<file path="config.mk">
export PLATFORM = sky130hd
export DESIGN_NAME = sqrt_nr_iter
export DESIGN_NICKNAME = d
export VERILOG_FILES = /design/src/rtl/sqrt_nr_iter.sv
export SDC_FILE = /design/constraint.sdc
export NUM_CORES = 1
export LEC_CHECK = 0
export CORE_UTILIZATION = 54
export DETAILED_ROUTE_END_ITERATION = 10
export PLACE_DENSITY_LB_ADDON = 0.05
export SLEW_MARGIN = 20
export SYNTH_ARGS = -nofsm -noshare
export SYNTH_HDL_FRONTEND = slang
export SYNTH_SLANG_ARGS = --single-unit
</file>
<file path="constraint.sdc">
create_clock -name clk -period 2.4 [get_ports clk]
set_input_delay 0.48 -clock clk [delete_from_list [all_inputs] [get_ports clk]]
set_output_delay 0.48 -clock clk [all_outputs]
set_load 0.01 [all_outputs]
</file>
<file path="src/rtl/sqrt_nr_iter.sv">
// sqrt_nr_iter: iterative non-restoring integer square root.
// Takes a 2*WIDTH-bit unsigned radicand and resolves STEPS_PER_CYCLE root bits
// per clock, then applies one fix-up cycle to produce the exact remainder.
// Ports:
//   clk        - clock, rising edge
//   rst_n      - synchronous active-low reset
//   in_valid   - radicand valid
//   in_ready   - unit idle and able to accept a radicand
//   radicand   - 2*WIDTH-bit unsigned operand
//   out_valid  - dout/remainder valid (held until out_ready)
//   out_ready  - consumer accepts the result
//   dout       - floor(sqrt(radicand))
//   remainder  - radicand - dout*dout, range 0..2*dout
module sqrt_nr_iter #(
    parameter int unsigned WIDTH           = 4,
    parameter int unsigned STEPS_PER_CYCLE = 1
) (
    input  logic               clk,
    input  logic               rst_n,
    input  logic               in_valid,
    output logic               in_ready,
    input  logic [2*WIDTH-1:0] radicand,
    output logic               out_valid,
    input  logic               out_ready,
    output logic [WIDTH-1:0]   dout,
    output logic [WIDTH:0]     remainder
);

    localparam int unsigned ITERS = WIDTH / STEPS_PER_CYCLE;
    // Sized so a single-iteration configuration still gets a 1-bit counter.
    localparam int unsigned CNT_W = $clog2(ITERS + 1);
    localparam logic [CNT_W-1:0] CNT_LOAD = CNT_W'(ITERS - 1);

    typedef enum logic [1:0] {IDLE, CALC, FIX, DONE} state_t;

    state_t             state;
    logic [CNT_W-1:0]   cnt;
    logic [2*WIDTH-1:0] op;     // radicand, shifted left as bit pairs are consumed
    logic [WIDTH-1:0]   q;
    logic [WIDTH+1:0]   r;      // two's complement partial remainder

    logic [2*WIDTH-1:0] op_nxt;
    logic [WIDTH-1:0]   q_nxt;
    logic [WIDTH+1:0]   r_nxt;
    logic [1:0]         pair;
    logic [WIDTH:0]     r_fix;

    // STEPS_PER_CYCLE chained non-restoring steps.
    always_comb begin
        op_nxt = op;
        q_nxt  = q;
        r_nxt  = r;
        pair   = 2'b00;
        for (int unsigned k = 0; k < STEPS_PER_CYCLE; k++) begin
            pair   = op_nxt[2*WIDTH-1 -: 2];
            op_nxt = op_nxt << 2;
            if (!r_nxt[WIDTH+1]) begin
                r_nxt = {r_nxt[WIDTH-1:0], pair} - {q_nxt, 2'b01};
            end else begin
                r_nxt = {r_nxt[WIDTH-1:0], pair} + {q_nxt, 2'b11};
            end
            q_nxt = {q_nxt[WIDTH-2:0], ~r_nxt[WIDTH+1]};
        end
    end

    // Final correction; the corrected value lies in 0..2Q, so WIDTH+1 bits of
    // modular arithmetic are exact.
    assign r_fix = r[WIDTH+1] ? (r[WIDTH:0] + {q, 1'b1}) : r[WIDTH:0];

    always_ff @(posedge clk) begin
        if (!rst_n) begin
            state     <= IDLE;
            cnt       <= '0;
            op        <= '0;
            q         <= '0;
            r         <= '0;
            dout      <= '0;
            remainder <= '0;
        end else begin
            unique case (state)
                IDLE: begin
                    if (in_valid) begin
                        op    <= radicand;
                        q     <= '0;
                        r     <= '0;
                        cnt   <= CNT_LOAD;
                        state <= CALC;
                    end
                end
                CALC: begin
                    op <= op_nxt;
                    q  <= q_nxt;
                    r  <= r_nxt;
                    if (cnt == '0) begin
                        state <= FIX;
                    end else begin
                        cnt <= cnt - CNT_W'(1);
                    end
                end
                FIX: begin
                    dout      <= q;
                    remainder <= r_fix;
                    state     <= DONE;
                end
                DONE: begin
                    if (out_ready) begin
                        state <= IDLE;
                    end
                end
                default: state <= IDLE;
            endcase
        end
    end

    assign in_ready  = (state == IDLE);
    assign out_valid = (state == DONE);

endmodule

</file>
==> results.md <==
- Drt first pass iters: 7
- Status: complete, but fails checks
- Max Used Layer: met4
- Max Clk Rate: 0.463 GHz
- Clk_lat worst skew: 0.33 ns
- Most frequent cells in the layout: dfxtp_1 (32), nor2_1 (26), clkdlybuf4s50_1 (22)
- DR WL/cell: 13.7 um
- CP max FO: 7
- Critical Path AT: 1.68 ns
- Clock power share: 0.151
- Post-CTS Setup Bufs: 0
- Startpoint types: flip-flop
- Mapped Cells: 183
- Vias in the first global route: 1301
- Synth Cell Area: 0.00169 mm2
- GPL Wtd Cong: 0.859
- CTS tree: yes
- # diodes: 0
- Slew Limit Fails: 0
- Synth Warn #: 0
- Share of layout cells above drive strength 1: 0.0628
- Die width: 57.9 um
- Gr ovfl total: 0
- Minimum clock period: 2.16 ns
- Worst-Margin Slew: 0.581 ns
- EDFF count, synth: 0
- Vias/cell: 5.65
- Sequential power share: 0.318
- Max VDD drop: 0.615 mV
- Nets: 232
- Setup TNS: 0 ns
- Worst R2R Setup Slack: 0.47 ns
- CTS max path bufs: 2
- Cell Pwr Density: 1320 mW/mm2
- Area after DPL: 0.00192 mm2
- DR vias: 1345
- Synthesized area per cell: 9.22 um2
- WP data required: 1.92 ns
- Yosys reg bits: 32
- Share of the core filled with cells: 0.700
- Metal-1 WL: 1.57 mm
- Unique masters post-synth: 40
- Crit path to: in_ready
- Reg-to-Reg End: cnt[2]
- FP Rows: 19
- Final Hold Viols: 0
- Syn_nets: 209
- CTS Sinks: 32
- Worst reg2reg startpoint: state[1]
- Leakage: 0.000769 uW
- Critical Path Source: state[0]
- Antenna Violating Nets Remaining: 0
- Main synth FF type: dfxtp_1
- CTS Root Cell: clkbuf_4
- Clock transition at path regs: 0.10 ns
- CTS hold repair buffers: 0
- FFs w/ async S/R, synth: 0
- Overall Global Routing Usage: 0.221
- CTS HTree Levels: 2
- Commonest non-fill, non-tap cell in the layout: dfxtp_1
- Nature of the critical path endpoint: primary output
- I/O Buffers: 22
- DRC Markers: 2
- DP HPWL: 2.40 mm
- Unrepaired setup endpoints after global routing: false
- I/O pin count: 23
- First-pass GRT wire length: 5.58 mm
- Non-filler instance count after layout: 238
- Metal3 WL: 129 um
- Critical path class: reg -> out
- Antenna violations before repair: 0
- Met2 Routed Length: 1.50 mm
- Post_cts resized: 0
- Final setup viols: 0
- Post-route design area: 0.00200 mm2
- DRC marker count from the first detailed-route iteration: 60
- Clock skew: 0.00446 ns
- Relative max-transition margin: 0.613
- Area growth syn-to-layout: 18.4%
- Initial Util: 0.591
- Core Area: 0.00285 mm2
- Internal: 1580 uW
- Switching Fraction: 0.404
- Comb power frac: 0.531
- NetSw: 1070 uW
- Die Ht: 57.9 um
- Final WL: 3.26 mm
- CTS Buf Count: 5
- Total of max-cap violations: 0
- Placed insts: 230
- Final Power: 2640 uW
- Full die area: 0.00335 mm2
- Fillcell total: 255
- Seq/Total Area, Yosys: 0.380
- Largest net degree at the start of global routing: 25
- Worst min path class: reg -> reg
- Failing checks: DRC
- Final period util: 0.899
- Reg2Reg Depth: 7
[logic make-up (layout without fill, tap and decap cells)]
family / count (synthesis) / after routing / synth area share
xor gates and xnor gates: 9 / 9 / 0.0467
and+or+nand+nor: 50 / 50 / 0.138
buffers and inverters: 20 / 44 / 0.0527
DFF: 32 / 32 / 0.380
muxes: 13 / 13 / 0.0771
adders and majority gates: 14 / 14 / 0.108
AOI/OAI and AO/OA: 45 / 45 / 0.197
[worst min path at each step]
stage,depth (start not counted),to,slack [ns],from
3_3_place_gp,1,cnt[0],0.47,cnt[0]
4_1_cts,2,remainder[1],0.49,remainder[1]
3_5_place_dp,1,cnt[0],0.48,cnt[0]
2_1_floorplan,1,cnt[0],0.45,cnt[0]
6_report,2,remainder[1],0.49,remainder[1]
5_1_grt,2,remainder[1],0.53,remainder[1]
[registers in the layout (all words and copies together) (netlist names)]
signal / flops
r: 6
dout: 4
cnt: 3
q: 4
remainder: 5
state: 2
op: 8
[metrics by stage]
stage / hold slack, ns / worst slack [ns]
2_1_floorplan: 0.448 / 0.669
3_3_place_gp: 0.467 / 0.495
3_5_place_dp: 0.477 / 0.464
4_1_cts: 0.490 / 0.228
5_1_grt: 0.528 / 0.144
6_report: 0.487 / 0.242
[metal layers]
| layer | track usage | up-vias |
|---|---|---|
| met5 | 0 | - |
| met4 | 0.129 | 0 |
| met3 | 0.0558 | 7 |
| met2 | 0.348 | 40 |
| met1 | 0.275 | 600 |
| li1 | - | 698 |
[power by group through the flow]
stage	combinational, uW	sequential (uW)	clock [uW]
6_report	1410	841	398
5_1_grt	1560	867	438
4_1_cts	1410	840	408
3_5_place_dp	1400	854	0
3_3_place_gp	1340	845	0
2_1_floorplan	1110	819	0
[cell usage after synthesis (2+ instances only)]
cell type,instances,area [um2]
mux2i_1,13,130
a311oi_1,2,17.5
clkbuf_1,2,7.51
a211oi_1,9,67.6
nor3_1,2,10.0
nor2_1,26,97.6
nand3_1,5,25.0
xnor2_1,9,78.8
a21oi_1,4,20.0
o21ai_0,5,25.0
nand2_1,6,22.5
ha_1,13,163
a21o_1,3,22.5
dfxtp_1,32,641
o21a_1,5,37.5
a22oi_1,7,52.6
inv_1,10,37.5
nand4_1,2,12.5
buf_2,5,25.0
or3_1,2,12.5
and2_1,2,12.5
[critical path, stage by stage, from the launching register on]
cell and delay, ns:
dfxtp_1 0.36, inv_1 0.10, ha_1 0.31, clkdlybuf4s50_1 0.59
[cell type report]
type	count	area, um2	share of cell area
inverters	11	41.3	0.0207
repair buffers	25	243	0.122
well taps	31	38.8	0.0194
multi-input cells	131	957	0.479
flip-flops and latches	32	641	0.321
clock inverters	2	35.0	0.0175
clock buffers	6	41.3	0.0207
(Power assumes the default switching activity.)
